**src/rtl/sys_defs.sv**
```systemverilog
// Shared system definitions: fetch/dispatch packet type, NOP encoding and
// the system-wide instruction buffer depth.
package sys_defs;

  // Default number of instruction buffer entries (power of two, >= 2).
  localparam int IB_DEPTH = 8;

  // Canonical no-op instruction word (addi x0, x0, 0).
  localparam logic [31:0] NOP = 32'h0000_0013;

  // Packet handed from fetch to the instruction buffer and on to dispatch.
  typedef struct packed {
    logic        valid;
    logic [31:0] inst;
    logic [31:0] NPC;
    logic [31:0] PC;
    logic        pred_bp_taken;
  } IF_IB_PACKET;

  // Packet presented to dispatch when nothing is available: all zero, NOP inst.
  function automatic IF_IB_PACKET ib_empty_packet();
    IF_IB_PACKET p;
    p      = '0;
    p.inst = NOP;
    return p;
  endfunction

endpackage

```
**src/rtl/inst_buffer.sv**
```systemverilog
// Instruction buffer: circular FIFO between fetch and dispatch.
// Accepts one packet per cycle, presents the oldest entry, back-pressures
// fetch with ib_full and drops everything on flush.
// Optional feature macro: IB_BYPASS_EN -- when the buffer is empty an
// incoming packet is forwarded combinationally to dispatch.
module inst_buffer
  import sys_defs::*;
#(
  parameter int DEPTH = IB_DEPTH
) (
  input  logic                         clock,
  input  logic                         reset_n,
  input  logic                         flush,
  input  IF_IB_PACKET                  if_ib_packet,
  input  logic                         dp_ready,
  output IF_IB_PACKET                  ib_dp_packet,
  output logic                         ib_full,
  output logic [$clog2(DEPTH+1)-1:0]   ib_count
);

  localparam int PW = $clog2(DEPTH);
  localparam int CW = $clog2(DEPTH+1);

  IF_IB_PACKET         mem_reg [DEPTH];
  logic [PW-1:0]       head_reg;
  logic [PW-1:0]       tail_reg;
  logic [CW-1:0]       count_reg;

  logic                stored_valid;
  logic                bypass_active;
  logic                push;
  logic                pop;
  logic                do_write;
  logic                do_pop;

  assign stored_valid = (count_reg != '0);
  assign ib_full      = (count_reg == CW'(DEPTH));
  assign ib_count     = count_reg;

`ifdef IB_BYPASS_EN
  // Empty buffer with a live fetch packet: forward it straight to dispatch.
  assign bypass_active = !stored_valid && if_ib_packet.valid && !flush;
`else
  assign bypass_active = 1'b0;
`endif

  // Head presentation: stored head, bypassed packet, or the empty NOP packet.
  always_comb begin
    ib_dp_packet = ib_empty_packet();
    if (!flush) begin
      if (stored_valid) begin
        ib_dp_packet       = mem_reg[head_reg];
        ib_dp_packet.valid = 1'b1;
      end else if (bypass_active) begin
        ib_dp_packet = if_ib_packet;
      end
    end
  end

  // Handshakes; a bypassed packet taken by dispatch is neither written nor popped.
  always_comb begin
    push     = if_ib_packet.valid && !ib_full && !flush;
    pop      = ib_dp_packet.valid && dp_ready && !flush;
    do_write = push;
    do_pop   = pop;
    if (bypass_active && dp_ready) begin
      do_write = 1'b0;
      do_pop   = 1'b0;
    end
  end

  // Pointer and occupancy state; flush and reset both empty the buffer.
  always_ff @(posedge clock or negedge reset_n) begin
    if (!reset_n) begin
      head_reg  <= '0;
      tail_reg  <= '0;
      count_reg <= '0;
    end else if (flush) begin
      head_reg  <= '0;
      tail_reg  <= '0;
      count_reg <= '0;
    end else begin
      if (do_pop) begin
        head_reg <= head_reg + PW'(1);
      end
      if (do_write) begin
        tail_reg <= tail_reg + PW'(1);
      end
      count_reg <= count_reg + CW'(do_write) - CW'(do_pop);
    end
  end

  // Entry storage; contents are don't-care once pointers are cleared.
  always_ff @(posedge clock) begin
    if (do_write) begin
      mem_reg[tail_reg] <= if_ib_packet;
    end
  end

endmodule

```
**config.mk**
```make
export PLATFORM = sky130hd
export DESIGN_NAME = inst_buffer
export DESIGN_NICKNAME = d
export VERILOG_FILES = /design/src/rtl/sys_defs.sv /design/src/rtl/inst_buffer.sv
export SDC_FILE = /design/constraint.sdc
export NUM_CORES = 1
export LEC_CHECK = 0
export CORE_MARGIN = 2
export CORE_UTILIZATION = 40
export DETAILED_ROUTE_END_ITERATION = 10
export MAX_ROUTING_LAYER = met4
export RECOVER_POWER = 25
export SETUP_SLACK_MARGIN = 0.05
export SYNTH_ARGS = -nofsm -noshare
export SYNTH_HDL_FRONTEND = slang
export SYNTH_SLANG_ARGS = --single-unit
export TNS_END_PERCENT = 100
```
**constraint.sdc**
```tcl
create_clock -name clock -period 14.7 [get_ports clock]
set_input_delay 2.205 -clock clock [delete_from_list [all_inputs] [get_ports clock]]
set_output_delay 2.205 -clock clock [all_outputs]
set_load 0.05 [all_outputs]
```
== Word-level counts from Yosys, hierarchy flattened ==
Memory sizes are Yosys's and may differ from the RTL's.
Index checks and enable logic that the tools add are counted.
Word-level totals
  register bits: 10
  bits in writable memories: 784
  output and inout bits: 103
  logic and storage cells: 27
  memories kept: 1
Memory list
  mem_reg: words 8, width 98, rd ports 1, clocked after memory_dff 0, write ports 1, RTL line inst_buffer.sv:24  | IF_IB_PACKET mem_reg [DEPTH];
Cells by class
  $add $sub $neg: 4
  eq/ne operators: 1
  muxes and demuxes: 9
  reductions and logical operators: 9
Operator list (count)
  98-bit two-way mux: 2
  3-bit two-way mux: 4
  3-bit by 1-bit adder with 3-bit output (second input constant): 2
  4-bit by 1-bit adder with 4-bit output: 1
  4-bit equality test (second input constant): 1
  1-bit logical AND: 4
  4-bit two-way mux: 1
  2-bit nonzero test: 2
  4-bit nonzero test: 1
  4-bit by 1-bit subtractor with 4-bit output: 1
  1-bit zero test: 2
  1-bit two-way mux: 2

== Longest topological paths before layout ==
Gate-level depths: netlist of the first run.
  depth after elaboration: 7
  mapped depth: 10

== Least setup slack after synthesis of the first run ==
Ideal clock, no wire load.
  path type: in2reg
  start: input port flush
  end: memory mem_reg[0][0] in the netlist's numbering, enable pin
  setup time: 0.790 ns
  arrival time: 11.809 ns
  data required time: 13.910 ns
  path slack: 2.101 ns
  cell stages on the path: 4
  cells stage by stage: clkbuf_1 inv_1 nand3_1 nor4_1
On the way
  word-level cells in the longest chain between the ends: 4
Ends and longest elaborated chain
  start, declared: RTL line inst_buffer.sv:13  | input logic flush,
  1-bit zero test: RTL line inst_buffer.sv:62  | push = if_ib_packet.valid && !ib_full && !flush;
  1-bit logical AND: RTL line inst_buffer.sv:62
  1-bit two-way mux: RTL line inst_buffer.sv:95  | if (do_write) begin
  1-bit two-way mux (implied by the code): RTL line inst_buffer.sv:96  | mem_reg[tail_reg] <= if_ib_packet;
  end, declared: RTL line inst_buffer.sv:24
Every way passes these cells.

==> results of run 1 <==
how the worst max path moves through the flow:
| stage | startpoint | endpoint | slack (ns) | depth (start not counted) |
|---|---|---|---|---|
| 2_1_floorplan | flush | mem_reg[0][0] | 2.10 | 4 |
| 3_3_place_gp | flush | ib_dp_packet[19] | 6.85 | 6 |
| 3_5_place_dp | flush | ib_dp_packet[18] | 6.77 | 6 |
| 4_1_cts | flush | ib_dp_packet[18] | 6.76 | 6 |
| 5_1_grt | flush | ib_dp_packet[15] | 6.58 | 6 |
| 6_report | flush | ib_dp_packet[78] | 6.76 | 6 |
metrics by stage:
| stage | area, sq um | utilization [%] | hold WS, ns | setup slack [ns] |
|---|---|---|---|---|
| after detailed placement | 32760 | 44.75 | 0.6824 | 6.765 |
| after global routing | 35500 | 48.49 | 0.7275 | 6.584 |
| final | 35500 | 48.49 | 0.6986 | 6.762 |
| after global placement | 32760 | 44.75 | 0.6519 | 6.854 |
| after floorplan | 29640 | - | 0.5833 | 2.101 |
| after CTS | 35470 | 48.46 | 0.6853 | 6.756 |
power groups by stage:
stage / Clock (W) / Combinational, W / Sequential (W)
final: 0.00207 / 0.00131 / 0.00258
after global routing: 0.00221 / 0.00139 / 0.00259
after CTS: 0.00213 / 0.00135 / 0.00259
after detailed placement: 0 / 0.00134 / 0.00263
after global placement: 0 / 0.00134 / 0.00263
after floorplan: 0 / 0.000941 / 0.00262
cell type report:
type                       count  area (sq um)  share of cell area (%)
sequential                   786         23560                   66.37
multi-input combinational    350          5709                   16.08
timing repair buffer         233          2260                   6.365
clock buffer                  92          2121                   5.974
tap                          959          1200                   3.380
clock inverter                56         590.6                   1.664
inverter                       9         33.78                 0.09516
antenna                       10         25.02                 0.07049
worst reg2reg max path, stage by stage, from the launching register on:
cell,delay [ns]
sky130_fd_sc_hd__dfrtp_1,0.35
sky130_fd_sc_hd__inv_1,0.08
sky130_fd_sc_hd__ha_1,0.19
sky130_fd_sc_hd__or3b_2,0.24
sky130_fd_sc_hd__nand4_1,0.39
sky130_fd_sc_hd__nor2_4,0.69
sky130_fd_sc_hd__buf_4,0.75
sky130_fd_sc_hd__buf_4,0.78
synth_stat cells (all sizes together) (4+ instances only):
cell type  instances  area (sq um)
a21oi              4         20.02
a22o              94         823.3
buf               43         311.5
clkbuf            24         90.09
dfrtp             10         250.2
edfxtp           776         23300
ha                 8         100.1
inv                9         33.78
mux2               4         45.04
mux4             194          4369
nand3              5         25.02
nor2               8         30.03
nor2b              6         37.54
nor3               6         35.03
metal layers:
metal	track usage [%]	part of all wire, %	up-vias
met3	3.558	4.7	88
met2	28.20	50	299
met1	22.17	43	7244
met4	4.498	2.0	0
li1	-	-	5776
met5	-	0	-
cell families after synthesis:
group | share of synthesized area [%]
xor+xnor | 0.02955
mux | 14.89
flops | 79.46
simple gates | 0.7387
buf+inv | 1.469
fa+ha+maj | 0.4052
compound gates | 3.010
==> summary.json, run 1 <==
{
  "hold_path.class": "reg -> reg",
  "count_of_maximum_capacitance_violations": 0,
  "worstReg2RegEnd": "mem_reg[3][26]",
  "gr-usage-all-layers_pct": 17.25,
  "grt_antenna_before_repair": 9,
  "num_rows": 99,
  "path_delay_family": "buffers and inverters",
  "synthesized_netlist_net_count": 1323,
  "tightest_slew_ns": 1.015,
  "grt_first_pass_wirelength_um": 94390,
  "dp_cells": 2337,
  "number_of_h_tree_branching_levels": 3,
  "power_report.internal_total_w": 0.004311,
  "crit_required_ns": 12.49,
  "rsz0062_at_grt": "false",
  "timing.critical_path.cells": "clkdlybuf4s50_1 -> inv_1 -> and3_4 -> buf_4 -> a22o_1 -> clkdlybuf4s50_1",
  "cts_buffers": 81,
  "path_max_fanout": 60,
  "post_synth.cell_area_avg_sq_um": 24.46,
  "critical_path_class": "in -> out",
  "vias_in_the_first_global_route": 14252,
  "gp_congestion": 0.7160,
  "share_of_total_power_in_the_clock_network_pct": 34.7,
  "mappedNetlistArea_sq_um": 29640,
  "cts_tree": "built",
  "regToRegSetupSlack_ns": 10.83,
  "totalNegativeSetupSlack_ns": 0,
  "synth_enable_flop_cells": 776,
  "fmax_mhz": 126.0,
  "cp_common_cell": "sky130_fd_sc_hd__clkdlybuf4s50_1",
  "critical-path-slowest-cell": "sky130_fd_sc_hd__clkdlybuf4s50_1",
  "post_route_cells_drive_above_1_share_pct": 23.92,
  "path_clk_slew_ns": 0.05,
  "fp.dieW_um": 276.2,
  "n_fill_cell": 5872,
  "mostFrequentLayoutCell": "sky130_fd_sc_hd__edfxtp_1",
  "die-height_um": 276.2,
  "cellPowerDensity_nw_per_um2": 168.1,
  "routed_wl_um": 63270,
  "final-max-slew-violation-count": 0,
  "post_cts.repair.setup_buffers": 0,
  "cts_root_buffer": "sky130_fd_sc_hd__clkbuf_16",
  "synthesis_stage_register_bit_count": 786,
  "worst_hold_path.num_cells": 2,
  "final_setup_violation_count": 0,
  "worst_supply_voltage_drop_on_vdd_mv": 0.09284,
  "cp_data_arrival_time_ns": 5.73,
  "post_layout_nonfiller_instances": 2495,
  "net-switching-power_w": 0.001657,
  "reg2reg_from": "ib_count[2]",
  "start_util_pct": 40.49,
  "power.static_leakage_nw": 11.02,
  "placement.io_buffers": 204,
  "hold_viol": 0,
  "yosysWarningCount": 0,
  "dieArea_sq_um": 76300,
  "final_cell_mix": "sky130_fd_sc_hd__edfxtp_1, sky130_fd_sc_hd__mux4_2, sky130_fd_sc_hd__clkdlybuf4s50_1, sky130_fd_sc_hd__a22o_1, sky130_fd_sc_hd__clkbuf_16",
  "setup.worst_path.end_class": "output pin",
  "clock_insertion_delay_worst_skew_ns": 0.62,
  "antenna_left": 0,
  "ctsHoldBuffers": 0,
  "drt_iter0_markers": 1099,
  "final.period_utilization_pct": 54.00,
  "power.switching_fraction_pct": 27.76,
  "postCtsResizedCells": 0,
  "slowest_delay_ns": 0.82,
  "drcViolationCount": 0,
  "largest_register_ff_count": 776,
  "path_buf_inv": 4,
  "hold_path.startpoint": "tail_reg[1]",
  "yosysSeqAreaShare_pct": 79.46,
  "outcome": "complete, no violations",
  "drt-wirelength-per-cell_um": 25.36,
  "boundaryPins": 205,
  "startpoint_type": "primary input",
  "place.detailed.hpwl_um": 34570,
  "final_nets": 1572,
  "dominantRegCellSynth": "sky130_fd_sc_hd__edfxtp_1",
  "grt.overflow.total": 0,
  "cts_buffer_depth": 3,
  "syn_to_final_growth_pct": 19.76,
  "number_of_cells_on_the_worst_reg_to_reg_path": 7,
  "drt_first_pass_iters": 5,
  "floorplan.core_area_sq_um": 73210,
  "final.min_clock_period_ns": 7.938,
  "synthCells": 1212,
  "asyncSetResetFlopFracSynth_pct": 1.272,
  "skew_ns": 0.01642,
  "routed-via-count": 13407,
  "seq_power_share_pct": 43.3,
  "sinks_on_clock_net": 786,
  "p_comb_share_pct": 22.0,
  "yosysUniqueCellTypes": 34,
  "grt_start_max_net_pins": 61,
  "total_power_w": 0.005968,
  "relSlewSlack_pct": 32.36,
  "min_delay_worst_endpoint": "tail_reg[1]",
  "detail_route.vias_per_cell": 5.374
}
(Power assumes the default switching activity.)
==> inputs of run 2 (changes only) <==
==> constraint.sdc (replaced) <==
create_clock -name clock -period 8 [get_ports clock]
set_input_delay 1.2 -clock clock [delete_from_list [all_inputs] [get_ports clock]]
set_output_delay 1.2 -clock clock [all_outputs]
set_load 0.05 [all_outputs]
==> run 2 against run 1 <==
Effect of this change: combinational power up 87%; critical path depth down 1; first-iteration DRC count down 6.2%; clock power up 73%; design area down 0.39%; wire length up 0.24%; clock-buffer cell count up 11; power up 81%; core utilization down 0.19 points; via count down 0.34%; worst hold slack better by 0.029 ns; highest routed layer unchanged.
==> summary.json, run 2 (synthesis results as in run 1) <==
{
  "hold_viol": 0,
  "final.min_clock_period_ns": 5.742,
  "sinks_on_clock_net": 786,
  "syn_to_final_growth_pct": 19.29,
  "drcViolationCount": 0,
  "grt_first_pass_wirelength_um": 93940,
  "die-height_um": 276.2,
  "antenna_left": 0,
  "cellPowerDensity_nw_per_um2": 304.7,
  "place.detailed.hpwl_um": 34380,
  "outcome": "complete, no violations",
  "routed_wl_um": 63420,
  "grtUsageMet2_pct": 27.83,
  "worst_hold_path.num_cells": 2,
  "crit_required_ns": 6.80,
  "number_of_cells_on_the_worst_reg_to_reg_path": 6,
  "fp.dieW_um": 276.2,
  "cp_data_arrival_time_ns": 4.54,
  "place_ws_ns": 2.148,
  "postCtsResizedCells": 0,
  "ctsHoldBuffers": 0,
  "top_usage_layer": "met2",
  "post-route-worst-setup-slack_ns": 2.258,
  "path_max_fanout": 32,
  "skew_ns": 0.01660,
  "fmax_mhz": 174.2,
  "routed-via-count": 13361,
  "placement.io_buffers": 204,
  "floorplan.core_area_sq_um": 73210,
  "multi_input_comb_area_sq_um": 5724,
  "cts_buffers": 82,
  "mostFrequentLayoutCell": "sky130_fd_sc_hd__edfxtp_1",
  "total_power_w": 0.01077,
  "final_setup_violation_count": 0,
  "final_area_sq_um": 35360,
  "cts_buffer_depth": 3,
  "post_cts.repair.setup_buffers": 0,
  "final-max-slew-violation-count": 0,
  "startpoint_type": "primary input",
  "worst_supply_voltage_drop_on_vdd_mv": 0.1928,
  "placed_area_sq_um": 32800,
  "rsz0062_at_grt": "false",
  "cts_root_buffer": "sky130_fd_sc_hd__clkbuf_16",
  "hold_slack_ns": 0.7273,
  "setup.worst_path.end_class": "output pin",
  "n_fill_cell": 5890,
  "tightest_slew_ns": 1.061,
  "number_of_h_tree_branching_levels": 3,
  "count_of_maximum_capacitance_violations": 0,
  "vias_in_the_first_global_route": 14256,
  "final.period_utilization_pct": 71.77,
  "grt.overflow.total": 0,
  "regToRegSetupSlack_ns": 4.72,
  "relSlewSlack_pct": 28.85,
  "critical_path_class": "in -> out",
  "final_cell_mix": "sky130_fd_sc_hd__edfxtp_1, sky130_fd_sc_hd__mux4_2, sky130_fd_sc_hd__clkdlybuf4s50_1, sky130_fd_sc_hd__a22o_1, sky130_fd_sc_hd__clkbuf_16",
  "drt_first_pass_iters": 5,
  "globalRouteMet1Util_pct": 22.07,
  "final_nets": 1573,
  "timing.critical_path.from": "flush",
  "grt_antenna_before_repair": 19,
  "drt-wirelength-per-cell_um": 25.43,
  "hold_path.class": "reg -> reg",
  "num_rows": 99,
  "setup.worst_path.end": "ib_dp_packet[95]",
  "largest_register_ff_count": 776,
  "drt_iter0_markers": 1031,
  "gp_congestion": 0.7260,
  "path_clk_slew_ns": 0.06,
  "met3_usage_pct": 3.600,
  "dieArea_sq_um": 76300,
  "reg2reg_from": "ib_count[2]",
  "detail_route.vias_per_cell": 5.357,
  "power.static_leakage_nw": 10.93,
  "start_util_pct": 40.49,
  "grt_start_max_net_pins": 101,
  "worstReg2RegEnd": "mem_reg[2][85]",
  "clock_insertion_delay_worst_skew_ns": 0.60,
  "boundaryPins": 205,
  "storage_element_area_sq_um": 23560,
  "gr-usage-all-layers_pct": 17.16,
  "post_route_cells_drive_above_1_share_pct": 23.06,
  "cts_tree": "built",
  "totalNegativeSetupSlack_ns": 0
}
## run 2: cell count changes in the layout (fill, tap and decap cells not counted), sizes merged
cell / previous run / this run
bufinv: 11 / 5
clkbuf: 92 / 103
clkdlybuf4s50: 145 / 147
clkinv: 38 / 32
clkinvlp: 3 / 1
diode: 10 / 13
dlygate4sd3: 59 / 57
inv: 13 / 12
## run 2: layer usage
| layer | wire, um | part of all wire [%] |
|---|---|---|
| met1 | 26700 | 42 |
| met2 | 31910 | 50 |
| met3 | 3659 | 5.8 |
| met4 | 1143 | 1.8 |
| met5 | 0 | 0 |
## run 2: stage by stage
step                util (%)  cells
detailed placement     44.81   2337
floorplan                  -   1212
global route           48.30   2492
global placement       44.81   2337
finish                 48.30   2494
CTS                    48.26   2481
## run 2: critical path, stage by stage
cell                              delay (ns)
sky130_fd_sc_hd__clkdlybuf4s50_1        0.74
sky130_fd_sc_hd__nor3_4                 0.96
sky130_fd_sc_hd__buf_4                  0.56
sky130_fd_sc_hd__a22o_1                 0.25
sky130_fd_sc_hd__clkdlybuf4s50_1        0.82
## run 2: layout make-up
class / instances / share of cell area (%)
Inverter: 9 / 0.09554
Clock buffer: 103 / 6.206
Multi-Input combinational cell: 350 / 16.19
Clock inverter: 41 / 0.9341
Sequential cell: 786 / 66.63
Tap cell: 959 / 3.393
Antenna cell: 13 / 0.09200
Timing Repair Buffer: 233 / 6.461
## run 2: worst min path at each step
| stage | from | endpoint | slack, ns |
|---|---|---|---|
| 2_1_floorplan | head_reg[1] | head_reg[1] | 0.58 |
| 3_3_place_gp | tail_reg[1] | tail_reg[1] | 0.70 |
| 3_5_place_dp | tail_reg[0] | tail_reg[0] | 0.73 |
| 4_1_cts | tail_reg[0] | tail_reg[0] | 0.73 |
| 5_1_grt | head_reg[2] | head_reg[2] | 0.76 |
| 6_report | tail_reg[0] | tail_reg[0] | 0.73 |
## run 2: where the power goes
group          leakage, nW  total (W)  internal, W  switching [W]
Combinational         2.55    0.00245      0.00101        0.00144
Sequential            7.14    0.00473      0.00466      0.0000743
Clock                 1.24    0.00359      0.00210        0.00149
Total                 10.9     0.0108      0.00776        0.00301
